[config.mk]
export PLATFORM = sky130hd
export DESIGN_NAME = refill_arbiter_flat
export DESIGN_NICKNAME = d
export VERILOG_FILES = /design/src/rtl/refill_arbiter_if.sv /design/src/rtl/refill_arbiter.sv /design/src/flat_wrapper.sv
export SDC_FILE = /design/constraint.sdc
export NUM_CORES = 1
export LEC_CHECK = 0
export ABC_AREA = 1
export ABC_CLOCK_PERIOD_IN_PS = 2000
export BUFFER_PORTS_ARGS = -buffer_cell sky130_fd_sc_hd__buf_2
export CORE_ASPECT_RATIO = 0.5
export CORE_MARGIN = 3
export CORE_UTILIZATION = 25
export DETAILED_ROUTE_END_ITERATION = 10
export PLACE_DENSITY = 0.5
export RECOVER_POWER = 100
export SLEW_MARGIN = 0
export SYNTH_ARGS = -nofsm -noshare
export SYNTH_HDL_FRONTEND = slang
export SYNTH_SLANG_ARGS = --single-unit
[constraint.sdc]
create_clock -name clk -period 2 [get_ports clk]
set_input_delay 0.1 -clock clk [delete_from_list [all_inputs] [get_ports clk]]
set_output_delay 0.1 -clock clk [all_outputs]
set_load 0.05 [all_outputs]
[src/rtl/refill_arbiter_if.sv]
// ---------------------------------------------------------------------------
// refill_arbiter_if
//
// Bundles every signal of the refill arbiter except clk/rst:
//   - icache refill port : ic_rd_req, ic_addr  -> ic_gnt
//   - dcache refill port : dc_rd_req, dc_addr  -> dc_gnt
//   - shared line bus    : line_data[0:7] (word k = bytes 4k..4k+3)
//   - AXI4 AR channel    : arid, araddr, arlen, arsize, arburst, arvalid / arready
//   - AXI4 R channel     : rdata, rlast, rvalid / rready
//
// Modports:
//   master - the arbiter itself (drives the AR channel, rready, grants, line_data)
//   slave  - its environment (cache controllers plus the AXI bridge)
// ---------------------------------------------------------------------------
interface refill_arbiter_if;
    // Cache refill ports
    logic        ic_rd_req;
    logic [31:0] ic_addr;
    logic        ic_gnt;
    logic        dc_rd_req;
    logic [31:0] dc_addr;
    logic        dc_gnt;
    logic [31:0] line_data [0:7];

    // AXI4 read address channel
    logic [3:0]  arid;
    logic [31:0] araddr;
    logic [7:0]  arlen;
    logic [2:0]  arsize;
    logic [1:0]  arburst;
    logic        arvalid;
    logic        arready;

    // AXI4 read data channel
    logic [31:0] rdata;
    logic        rlast;
    logic        rvalid;
    logic        rready;

    modport master (
        input  ic_rd_req, ic_addr, dc_rd_req, dc_addr,
        input  arready, rdata, rlast, rvalid,
        output ic_gnt, dc_gnt, line_data,
        output arid, araddr, arlen, arsize, arburst, arvalid, rready
    );

    modport slave (
        output ic_rd_req, ic_addr, dc_rd_req, dc_addr,
        output arready, rdata, rlast, rvalid,
        input  ic_gnt, dc_gnt, line_data,
        input  arid, araddr, arlen, arsize, arburst, arvalid, rready
    );
endinterface

[src/rtl/refill_arbiter.sv]
// ---------------------------------------------------------------------------
// refill_arbiter
//
// Shares one AXI4 read channel between the icache and dcache line refills.
// One winner per transaction: an 8-beat INCR burst is issued for it, the
// beats are collected into a line buffer, and the winner gets a one-cycle
// grant while the full line is visible on line_data.
//
// Ports:
//   clk  - clock
//   rst  - synchronous active-high reset
//   bus  - refill_arbiter_if.master (cache ports, line bus, AXI AR/R)
//
// Parameters:
//   IC_ARID    - ARID used for icache refills
//   DC_ARID    - ARID used for dcache refills
//   LINE_WORDS - words per line (only 8 supported; arlen = LINE_WORDS-1)
//
// Build option:
//   REFILL_RR_EN - when defined, round-robin arbitration with a 1-bit
//                  preference pointer (reset = icache). When undefined,
//                  fixed priority with dcache over icache.
//
// FSM: IDLE -> AR -> R -> DONE -> IDLE.
// ---------------------------------------------------------------------------
module refill_arbiter #(
    parameter logic [3:0] IC_ARID    = 4'd0,
    parameter logic [3:0] DC_ARID    = 4'd1,
    parameter int         LINE_WORDS = 8
) (
    input  logic              clk,
    input  logic              rst,
    refill_arbiter_if.master  bus
);

    localparam logic [2:0] LAST_BEAT = 3'(LINE_WORDS - 1);

    typedef enum logic [1:0] {
        ST_IDLE,
        ST_AR,
        ST_R,
        ST_DONE
    } state_t;

    state_t      state_q, state_d;
    logic [2:0]  cnt_q, cnt_d;
    logic        win_dc_q, win_dc_d;     // 1 = current transaction belongs to dcache
    logic [31:0] araddr_q, araddr_d;
    logic [3:0]  arid_q, arid_d;
    logic [31:0] line_q [0:7];
    logic [31:0] line_d [0:7];

    logic        pick_dc;                // arbitration result for this IDLE cycle
    logic [31:0] line_addr;              // winner's line-aligned address

    // Only the line-aligned part of the addresses and the beat counter are
    // meaningful; rlast is deliberately not used to terminate the burst.
    logic unused_bits;
    assign unused_bits = &{1'b0, bus.rlast, bus.ic_addr[4:0], bus.dc_addr[4:0]};

    // -----------------------------------------------------------------------
    // Arbitration
    // -----------------------------------------------------------------------
`ifdef REFILL_RR_EN
    logic ptr_q, ptr_d;                  // preferred port: 0 = icache, 1 = dcache

    always_comb begin
        pick_dc = bus.dc_rd_req;
        if (bus.ic_rd_req && bus.dc_rd_req) begin
            pick_dc = ptr_q;
        end
    end

    // After a grant the preference goes to the port that did not win.
    always_comb begin
        ptr_d = ptr_q;
        if (state_q == ST_DONE) begin
            ptr_d = ~win_dc_q;
        end
    end

    always_ff @(posedge clk) begin
        if (rst) begin
            ptr_q <= 1'b0;
        end else begin
            ptr_q <= ptr_d;
        end
    end
`else
    // Fixed priority: dcache wins whenever it requests.
    always_comb begin
        pick_dc = bus.dc_rd_req;
    end
`endif

    assign line_addr = pick_dc ? {bus.dc_addr[31:5], 5'b0} : {bus.ic_addr[31:5], 5'b0};

    // -----------------------------------------------------------------------
    // Next-state logic
    // -----------------------------------------------------------------------
    always_comb begin
        state_d  = state_q;
        cnt_d    = cnt_q;
        win_dc_d = win_dc_q;
        araddr_d = araddr_q;
        arid_d   = arid_q;
        line_d   = line_q;

        case (state_q)
            ST_IDLE: begin
                if (bus.ic_rd_req || bus.dc_rd_req) begin
                    win_dc_d = pick_dc;
                    araddr_d = line_addr;
                    arid_d   = pick_dc ? DC_ARID : IC_ARID;
                    state_d  = ST_AR;
                end
            end
            ST_AR: begin
                if (bus.arready) begin
                    state_d = ST_R;
                end
            end
            ST_R: begin
                if (bus.rvalid) begin
                    line_d[cnt_q] = bus.rdata;
                    cnt_d         = cnt_q + 3'd1;   // wraps back to 0 after the last beat
                    if (cnt_q == LAST_BEAT) begin
                        state_d = ST_DONE;
                    end
                end
            end
            ST_DONE: begin
                state_d = ST_IDLE;
            end
            default: begin
                state_d = ST_IDLE;
            end
        endcase
    end

    // -----------------------------------------------------------------------
    // State registers
    // -----------------------------------------------------------------------
    always_ff @(posedge clk) begin
        if (rst) begin
            state_q  <= ST_IDLE;
            cnt_q    <= 3'd0;
            win_dc_q <= 1'b0;
            araddr_q <= 32'd0;
            arid_q   <= 4'd0;
            for (int i = 0; i < 8; i++) begin
                line_q[i] <= 32'd0;
            end
        end else begin
            state_q  <= state_d;
            cnt_q    <= cnt_d;
            win_dc_q <= win_dc_d;
            araddr_q <= araddr_d;
            arid_q   <= arid_d;
            line_q   <= line_d;
        end
    end

    // -----------------------------------------------------------------------
    // Outputs (all decoded from registered state)
    // -----------------------------------------------------------------------
    assign bus.arvalid = (state_q == ST_AR);
    assign bus.rready  = (state_q == ST_R);
    assign bus.ic_gnt  = (state_q == ST_DONE) && !win_dc_q;
    assign bus.dc_gnt  = (state_q == ST_DONE) &&  win_dc_q;
    assign bus.araddr  = araddr_q;
    assign bus.arid    = arid_q;
    assign bus.arlen   = 8'(LINE_WORDS - 1);
    assign bus.arsize  = 3'b010;
    assign bus.arburst = 2'b01;

    genvar gi;
    generate
        for (gi = 0; gi < 8; gi++) begin : g_line_out
            assign bus.line_data[gi] = line_q[gi];
        end
    endgenerate

endmodule

[src/flat_wrapper.sv]
// flat-port wrapper written by rule: the top's interface ports become plain ports
module refill_arbiter_flat 
#(
    parameter logic [3:0] IC_ARID    = 4'd0,
    parameter logic [3:0] DC_ARID    = 4'd1,
    parameter int         LINE_WORDS = 8
)
  (clk, rst, bus_ic_rd_req, bus_ic_addr, bus_dc_rd_req, bus_dc_addr, bus_arready, bus_rdata, bus_rlast, bus_rvalid, bus_ic_gnt, bus_dc_gnt, bus_line_data, bus_arid, bus_araddr, bus_arlen, bus_arsize, bus_arburst, bus_arvalid, bus_rready);
  refill_arbiter_if bus_i ();
  input  logic clk;
  input  logic rst;
  input wire logic [$bits(bus_i.ic_rd_req)-1:0] bus_ic_rd_req;
  input wire logic [$bits(bus_i.ic_addr)-1:0] bus_ic_addr;
  input wire logic [$bits(bus_i.dc_rd_req)-1:0] bus_dc_rd_req;
  input wire logic [$bits(bus_i.dc_addr)-1:0] bus_dc_addr;
  input wire logic [$bits(bus_i.arready)-1:0] bus_arready;
  input wire logic [$bits(bus_i.rdata)-1:0] bus_rdata;
  input wire logic [$bits(bus_i.rlast)-1:0] bus_rlast;
  input wire logic [$bits(bus_i.rvalid)-1:0] bus_rvalid;
  output wire logic [$bits(bus_i.ic_gnt)-1:0] bus_ic_gnt;
  output wire logic [$bits(bus_i.dc_gnt)-1:0] bus_dc_gnt;
  output wire logic [$bits(bus_i.line_data)-1:0] bus_line_data;
  output wire logic [$bits(bus_i.arid)-1:0] bus_arid;
  output wire logic [$bits(bus_i.araddr)-1:0] bus_araddr;
  output wire logic [$bits(bus_i.arlen)-1:0] bus_arlen;
  output wire logic [$bits(bus_i.arsize)-1:0] bus_arsize;
  output wire logic [$bits(bus_i.arburst)-1:0] bus_arburst;
  output wire logic [$bits(bus_i.arvalid)-1:0] bus_arvalid;
  output wire logic [$bits(bus_i.rready)-1:0] bus_rready;
  assign bus_i.ic_rd_req = bus_ic_rd_req;
  assign bus_i.ic_addr = bus_ic_addr;
  assign bus_i.dc_rd_req = bus_dc_rd_req;
  assign bus_i.dc_addr = bus_dc_addr;
  assign bus_i.arready = bus_arready;
  assign bus_i.rdata = bus_rdata;
  assign bus_i.rlast = bus_rlast;
  assign bus_i.rvalid = bus_rvalid;
  assign bus_ic_gnt = bus_i.ic_gnt;
  assign bus_dc_gnt = bus_i.dc_gnt;
  assign bus_line_data = {>>{bus_i.line_data}};
  assign bus_arid = bus_i.arid;
  assign bus_araddr = bus_i.araddr;
  assign bus_arlen = bus_i.arlen;
  assign bus_arsize = bus_i.arsize;
  assign bus_arburst = bus_i.arburst;
  assign bus_arvalid = bus_i.arvalid;
  assign bus_rready = bus_i.rready;
  refill_arbiter #(.IC_ARID(IC_ARID), .DC_ARID(DC_ARID), .LINE_WORDS(LINE_WORDS)) u_core (.clk(clk), .rst(rst), .bus(bus_i));
endmodule
==> flow_summary.ini, run 1 <==
[critical_path]
cp_cell_sequence = inv_1 > ha_1 > clkbuf_1
max_stage_delay_ns = 0.51
crit_arrival_ns = 1.70
cp_slowest_cell = clkbuf_1
required_ns = 1.90
worst_setup_path_end_kind = output pin
start_kind = register
cp_max_fo = 5
path_class = register to output pin

[global_routing]
track_usage_pct = 17.68
grt_pass1_vias = 9852
antenna_found_initial = 0
grt-ovfl-total = 0
grt_max_degree = 66
grt_first_pass_wirelength_um = 62530

[pwr]
switching_power_mw = 5.537
power_frac_clock_pct = 36.3
power_density_mw_per_mm2 = 1094
swShare_pct = 34.64
internal_power_mw = 10.45
p_seq_share_pct = 40.3
p_total_mw = 15.98
leakage_nw = 5.674
ir_drop_v = 0.0004694
combPwrFrac_pct = 23.4

[clock_tree]
cts_setup_buffers = 0
insertion_delay_ns = 0.58
ctsRootBufferMaster = clkbuf_16
cts_max_path_buffers = 3
cts_sinks = 289
cts-htree-levels = 1
numCtsBuffers = 29
clk_pin_slew_ns = 0.07
cts_tree = done

[drt]
dr.pass1.iters = 4
totalWireLength_um = 41940
drt_iter0_drc = 649
vias = 10432
drc_errors = 0
ant_nets = 0
routedWlPerCell_um = 17.24
routed_via_density = 4.288

[logic_synthesis]
async_flop_share_pct = 0
synth_top_area_share_pct = 54.22
synth_most_common_cell = nor2_1
synth_area_leaders = dfxtp_1 (54%), nor2_1 (20%), o21ai_0 (15%)
synth-edff-count = 0
syn_avg_cell_area_sq_um = 7.574
ys.flop_type = dfxtp_1
synth_commonest_cells = nor2_1 (578), o21ai_0 (310), dfxtp_1 (289), clkbuf_1 (55), nand2_1 (46)
syn_area_sq_mm = 0.01067
synth_cells = 1409
synth_top_area_cell = dfxtp_1
yosysWarnings = 0
yosysSeqAreaShare_pct = 54.22
synth_cell_types = 18
ys_seq_elements = 289

[outcome]
status = finished clean

[sta]
setup_tns_ns = 0
whs_ns = 0.02670
slew_headroom_pct = 49.94
finalCritPeriodShare_pct = 89.85
worstMarginPinSlew_ns = 0.7541
skew_ns = 0.02250
final.min_clock_period_ns = 1.797
setup_viol = 0
rsz0062_at_grt = no
fmax_mhz = 556.5
hold_viol_final = 0
drv_slew = 0

[cells_and_area]
nNetsFinal = 1955
final_util_pct = 35.42
antenna_cells = 0
syn2layout_area_growth_pct = 36.91
fillers = 4573
drive_above_1_share_pct = 10.18
finalInstanceArea_sq_mm = 0.01461

[place]
detailed_place.area_sq_mm = 0.01311
gp_congestion = 0.8363
portBuffers = 379
place_hpwl_um = 28750

[floorplan]
ios = 412
die_h_um = 152.1
start_util_pct = 25.87
core_sq_mm = 0.04125
rows = 52
die_w_um = 298.2
die-area_sq_mm = 0.04535

[run]
cap_violations = 0

[worst_hold_path]
min_path_type = primary input to register
-- layer usage --
metal | up-vias | track usage (%) | routed length (um)
li1 | 5291 | - | -
met1 | 4868 | 19.70 | 16670
met2 | 190 | 33.25 | 22100
met3 | 83 | 3.009 | 1404
met4 | 0 | 7.338 | 1760
met5 | - | 0 | 0
-- stage by stage --
| step | instances | worst slack [ns] |
|---|---|---|
| 2_1_floorplan | 1428 | 0.5508 |
| 3_3_place_gp | 2296 | 0.1705 |
| 3_5_place_dp | 2296 | 0.1597 |
| 4_1_cts | 2433 | 0.1339 |
| 5_1_grt | 2433 | 0.03404 |
| 6_report | 2433 | 0.2029 |
-- kinds of logic after synthesis --
logic type,Yosys count,share of synthesized area [%]
AND/OR/NAND/NOR,630,22.36
AO/OA/AOI/OAI,318,14.91
flip-flops,289,54.22
buffers and inverters,163,7.621
adder cells (fa/ha/maj),7,0.8207
other,2,0.07037
-- critical path, delay by kind of cell, from the launching register on --
| family | cells | cell delay, ns |
|---|---|---|
| flops | 1 | 0.36 |
| fa+ha+maj | 1 | 0.17 |
| buf+inv | 2 | 0.60 |
-- worst paths after layout --
check / cells past startpoint / start / slack [ns] / to
min: 5 / bus_ic_addr[19] / 0.03 / u_core.bus.araddr[19]
min reg2reg: 2 / u_core.bus.line_data[164] / 0.48 / u_core.bus.line_data[164]
max reg2reg: 8 / u_core.state_q[0] / 0.22 / u_core.bus.line_data[183]
max: 3 / u_core.state_q[1] / 0.20 / bus_arvalid
-- final cells by class --
type                    instances  area, sq um  share of cell area, %
inverters                      51        196.4                  1.345
flip-flops and latches        289         5786                  39.60
clock inverters                15        195.2                  1.336
well taps                     567        709.4                  4.856
clock buffers                  37        815.8                  5.584
repair buffers                498         2761                  18.90
multi-input cells             976         4146                  28.38
-- state kept, by name (all words and copies together) (netlist names) --
signal / flops
u_core.win_dc_q: 1
u_core.bus.line_data: 256
u_core.cnt_q: 3
u_core.bus.araddr: 27
u_core.state_q: 2
-- power by group through the flow --
stage / combinational [mW] / clock [mW] / sequential [mW]
6_report: 3.74 / 5.81 / 6.44
5_1_grt: 4.03 / 6.18 / 6.49
4_1_cts: 3.88 / 5.94 / 6.42
3_5_place_dp: 3.73 / 0 / 6.55
3_3_place_gp: 3.73 / 0 / 6.54
2_1_floorplan: 1.31 / 0 / 7.97
-- placed cells by master (no fill, tap or decap), types with 6 or more instances in the layout --
| master | instances |
|---|---|
| buf_12 | 10 |
| buf_2 | 91 |
| buf_4 | 17 |
| clkbuf_1 | 287 |
| clkbuf_16 | 29 |
| clkbuf_2 | 7 |
| clkbuf_8 | 6 |
| clkinv_2 | 8 |
| conb_1 | 21 |
| dfxtp_1 | 289 |
| dlygate4sd3_1 | 85 |
| ha_1 | 7 |
| inv_1 | 43 |
| inv_2 | 7 |
| nand2_1 | 45 |
| nor2_1 | 578 |
| o21ai_0 | 311 |
-- what timing repair did --
action / 4_1_cts / 5_1_grt
hold buffers: 85 / 0
resized for setup: 0 / 1
setup endpoints to repair: 0 / 2
hold endpoints to repair: 283 / 0
No activity file was read; power rests on OpenSTA's default activity.
==> inputs of run 2 (changes only) <==
CTS_CLUSTER_DIAMETER = 50   (was not set)
PLACE_DENSITY = not set   (was 0.5)
==> run 2 against run 1 <==
Against the previous run: hold slack gained 0.0092 ns; core utilization decreased by 0.19 points; wire length is 2.3% lower; first-iteration DRC count increased by 25%; critical path depth increased by 4; highest routed layer unchanged; clock power is 4.8% lower; worst setup slack lost 0.097 ns.
==> flow_summary.ini, run 2 (synthesis results as in run 1) <==
[outcome]
status = finished clean

[cells_and_area]
fillers = 4468
final_common_cell = nor2_1
multiInputGateArea_sq_mm = 0.004150
finalInstanceArea_sq_mm = 0.01453
final_util_pct = 35.23
nNetsFinal = 1956
syn2layout_area_growth_pct = 36.18
drive_above_1_share_pct = 10.23
mostFrequentLayoutCells = nor2_1 (578), o21ai_0 (310), clkbuf_1 (289), dfxtp_1 (289), buf_2 (91)
antenna_cells = 0
regArea_sq_mm = 0.005786
largest_reg_flops = 256

[critical_path]
cp_max_fo = 11
start_kind = register
reg2regPathDepth = 7
regToRegSetupSlack_ns = 0.11
r2r-end = u_core.win_dc_q
rr_startpoint = u_core.state_q[0]
crit_arrival_ns = 2.39
required_ns = 2.50
path_class = register to register
worst_setup_path_end_kind = register

[worst_hold_path]
min_delay_path_depth = 5
min_path_type = primary input to register
hold_end = u_core.bus.araddr[14]
min-delay-start = bus_ic_addr[14]

[sta]
hold_viol_final = 0
rsz0062_at_grt = no
worstMarginPinSlew_ns = 0.7357
setup_viol = 0
drv_slew = 0
slew_headroom_pct = 51.17
final.min_clock_period_ns = 1.894
setup_tns_ns = 0
finalCritPeriodShare_pct = 94.70
fmax_mhz = 528.0
setup_slack_ns = 0.1059
skew_ns = 0.02105

[pwr]
switching_power_mw = 5.566
internal_power_mw = 10.14
leakage_nw = 5.642
swShare_pct = 35.43
power_density_mw_per_mm2 = 1081
combPwrFrac_pct = 23.8
p_total_mw = 15.71
p_seq_share_pct = 41.0
power_frac_clock_pct = 35.2
ir_drop_v = 0.0006383

[floorplan]
die_w_um = 298.2
rows = 52
ios = 412
die-area_sq_mm = 0.04535
start_util_pct = 25.87
core_sq_mm = 0.04125
die_h_um = 152.1

[clock_tree]
cts_max_path_buffers = 3
cts_sinks = 289
numCtsBuffers = 29
cts_tree = done
insertion_delay_ns = 0.58
clk_pin_slew_ns = 0.06
cts-htree-levels = 1
ctsRootBufferMaster = clkbuf_16

[drt]
dr.pass1.iters = 5
routed_via_density = 4.347
ant_nets = 0
totalWireLength_um = 40980
routedWlPerCell_um = 16.84
drc_errors = 0
vias = 10580
drt_iter0_drc = 813

[global_routing]
antenna_found_initial = 0
grt_max_degree = 54
grt_pass1_vias = 10002
grt_first_pass_wirelength_um = 61020
grt-ovfl-total = 0
track_usage_pct = 17.08

[run]
cap_violations = 0

[place]
dpl_worst_slack_ns = 0.1925
portBuffers = 379
detailed_place.area_sq_mm = 0.01312
gp_congestion = 0.8514
place_hpwl_um = 28260
-- run 2: changes by cell type in the layout (fill, tap and decap cells not counted), moves of 2 or more --
cell,previous run,this run
buf_4,17,21
buf_12,10,7
buf_6,0,2
bufinv_16,4,2
clkbuf_1,287,289
clkbuf_8,6,4
dlygate4sd3_1,85,83
inv_6,1,3
-- run 2: power by group through the flow --
stage	Combinational (mW)	Sequential (mW)	Clock, mW
6_report	3.75	6.44	5.53
3_3_place_gp	3.68	6.54	0
4_1_cts	3.85	6.42	5.62
3_5_place_dp	3.70	6.55	0
5_1_grt	4.02	6.49	5.86
2_1_floorplan	1.31	7.97	0
-- run 2: through the flow --
step | hold WS (ns) | instances
6_report | 0.03588 | 2434
5_1_grt | 0.04735 | 2434
4_1_cts | 0.002779 | 2434
3_5_place_dp | 0.3971 | 2299
3_3_place_gp | 0.4006 | 2299
2_1_floorplan | 0.1691 | 1428
-- run 2: final cells by class --
class | instances | share of cell area, %
multi-input cells | 976 | 28.56
flip-flops and latches | 289 | 39.81
well taps | 567 | 4.882
clock inverters | 15 | 1.093
inverters | 51 | 1.352
clock buffers | 37 | 5.476
repair buffers | 499 | 18.83
-- run 2: repair_timing --
action / 4_1_cts / 5_1_grt
endpoints found under the hold margin: 276 / 0
setup endpoints to repair: 0 / 16
gates resized for setup: 0 / 3
hold buffers: 83 / 0
buffers inserted: 0 / 0
-- run 2: worst max-delay path by stage --
stage,from,to,slack (ns),depth (start not counted)
after floorplan,u_core.state_q[0],u_core.bus.line_data[129],0.55,9
after global placement,u_core.state_q[0],u_core.bus.line_data[19],0.20,8
after detailed placement,u_core.state_q[0],u_core.bus.line_data[14],0.19,8
after CTS,u_core.state_q[0],u_core.win_dc_q,0.10,7
after global routing,u_core.state_q[0],u_core.win_dc_q,0.01,7
final,u_core.state_q[0],u_core.win_dc_q,0.11,7
-- run 2: worst max-delay path: stages (launching register included) --
cell           delay, ns
dfxtp_1             0.39
inv_1               0.10
ha_1                0.27
o21ai_2             0.12
buf_6               0.17
nand2_1             0.05
a21oi_1             0.14
dlygate4sd3_1       0.58
-- run 2: per-layer routing --
layer  GRT usage [%]  routed length [um]
met3           1.854                1697
met4           11.47                2934
met2           30.80               20850
met5               0                   0
met1           19.09               15500
==> inputs of run 3 (changes only) <==
==> constraint.sdc (replaced) <==
create_clock -name clk -period 2 [get_ports clk]
set_input_delay 0.4 -clock clk [delete_from_list [all_inputs] [get_ports clk]]
set_output_delay 0.4 -clock clk [all_outputs]
set_load 0.05 [all_outputs]
==> run 3 against run 2 <==
Against the previous run: clock power increased by 2%; highest routed layer unchanged; sequential power about the same; fmax decreased by 1.3%; power decreased by 0.49%; via count decreased by 3.5%; critical path type is now register to output pin; worst setup slack got worse by 0.026 ns; largest power group unchanged.
==> flow_summary.ini, run 3 (synthesis results as in run 1) <==
[critical_path]
required_ns = 1.60
reg2regPathDepth = 9
crit_start = u_core.state_q[0]
start_kind = register
cp_max_fo = 4
crit_arrival_ns = 1.52
path_class = register to output pin
regToRegSetupSlack_ns = 0.20
max_stage_delay_ns = 0.40
worst_setup_path_end_kind = output pin
r2r-end = u_core.bus.line_data[244]
rr_startpoint = u_core.state_q[0]
critPathCapture = bus_rready
cp_slowest_cell = dfxtp_1
cp_cell_sequence = inv_1 > ha_1 > buf_2

[cells_and_area]
fillers = 4582
syn2layout_area_growth_pct = 29.34
mostFrequentLayoutCells = nor2_1 (578), o21ai_0 (312), dfxtp_1 (288), clkbuf_1 (251), buf_2 (93)
antenna_cells = 0
multiInputGateArea_sq_mm = 0.004144
regArea_sq_mm = 0.005787
largest_reg_flops = 256
final_common_cell = nor2_1
final_cells = 2355
drive_above_1_share_pct = 12.92
nNetsFinal = 1875

[drt]
ant_nets = 0
routedWlPerCell_um = 16.75
routed_via_density = 4.335
drt_iter0_drc = 733
dr.pass1.iters = 5
totalWireLength_um = 39450
vias = 10209
drc_errors = 0

[floorplan]
ios = 412
start_util_pct = 25.87
die-area_sq_mm = 0.04535
rows = 52
die_w_um = 298.2
core_sq_mm = 0.04125
die_h_um = 152.1

[run]
cap_violations = 0

[sta]
slew_headroom_pct = 52.02
setup_viol = 0
drv_slew = 0
finalCritPeriodShare_pct = 95.99
setup_tns_ns = 0
hold_viol_final = 0
fmax_mhz = 520.9
worstMarginPinSlew_ns = 0.7227
skew_ns = 0.02634
final.min_clock_period_ns = 1.920

[clock_tree]
cts_tree = done
ctsRootBufferMaster = clkbuf_16
cts_max_path_buffers = 3
insertion_delay_ns = 0.58
hold_buffers = 0
cts_sinks = 289
cts-htree-levels = 1
numCtsBuffers = 30
clk_pin_slew_ns = 0.06

[global_routing]
grt-ovfl-total = 0
grt_max_degree = 59
grt_pass1_vias = 9251
grt_first_pass_wirelength_um = 58450
track_usage_pct = 16.39
antenna_found_initial = 0

[pwr]
ir_drop_v = 0.0005919
leakage_nw = 5.444
power_density_mw_per_mm2 = 1133
p_total_mw = 15.63

[place]
portBuffers = 379
place_hpwl_um = 28330
gp_congestion = 0.8617
place_inst = 2300

[outcome]
status = finished clean

[worst_hold_path]
min_path_type = primary input to register
## run 3: changes by cell type in the layout (fill, tap and decap cells not counted), moves of 3 or more
cell | previous run | this run
clkbuf_1 | 289 | 251
clkbuf_2 | 6 | 44
clkbuf_4 | 4 | 7
clkbuf_8 | 4 | 8
clkinv_4 | 0 | 3
dlygate4sd3_1 | 83 | 0
## run 3: per-layer routing
| layer | wire length (um) | track usage [%] | vias to the layer above |
|---|---|---|---|
| li1 | - | - | 5129 |
| met2 | 20890 | 30.94 | 231 |
| met3 | 1146 | 1.711 | 99 |
| met5 | 0 | 0 | - |
| met4 | 1894 | 7.525 | 0 |
| met1 | 15520 | 18.56 | 4750 |
## run 3: worst min-delay path by stage
stage	startpoint	slack (ns)	to	cells after the start
global placement	u_core.bus.line_data[164]	0.46	u_core.bus.line_data[164]	2
global route	rst	0.12	u_core.win_dc_q	2
detailed placement	u_core.bus.line_data[179]	0.47	u_core.bus.line_data[179]	2
floorplan	u_core.win_dc_q	0.46	u_core.win_dc_q	2
finish	rst	0.14	u_core.win_dc_q	2
CTS	rst	0.11	u_core.win_dc_q	2
## run 3: what timing repair did
item,CTS,global route
buffers inserted,0,0
endpoints found under the setup margin,0,2
resized for setup,0,4
## run 3: area by class of cell
type	instances	area share [%]
clock inverters	12	0.9428
clock buffers	43	6.373
repair buffers	417	14.17
flip-flops and latches	289	41.93
well taps	567	5.140
multi-input cells	976	30.02
inverters	51	1.423
## run 3: stage by stage
stage          hold slack (ns)  util [%]  cell area, sq um  setup slack [ns]
6_report                0.1390     33.46             13800           0.08015
5_1_grt                 0.1219     33.46             13800         -0.008738
4_1_cts                 0.1119     34.25             14130          0.002968
3_5_place_dp            0.4653     31.80             13120            0.2145
3_3_place_gp            0.4585     31.80             13120            0.2807
2_1_floorplan           0.4603         -             10740            0.3828
## run 3: power breakdown
group	internal [mW]	leakage, nW	switching [mW]
Sequential	6.20	2.34	0.249
Combinational	0.707	2.61	2.85
Clock	3.21	0.497	2.41
## run 3: worst max-delay path: cells and delay by family, from the launching register on
kind	cells	cell delay, ns
DFF	1	0.40
buffers and inverters	2	0.33
adders and majority gates	1	0.24
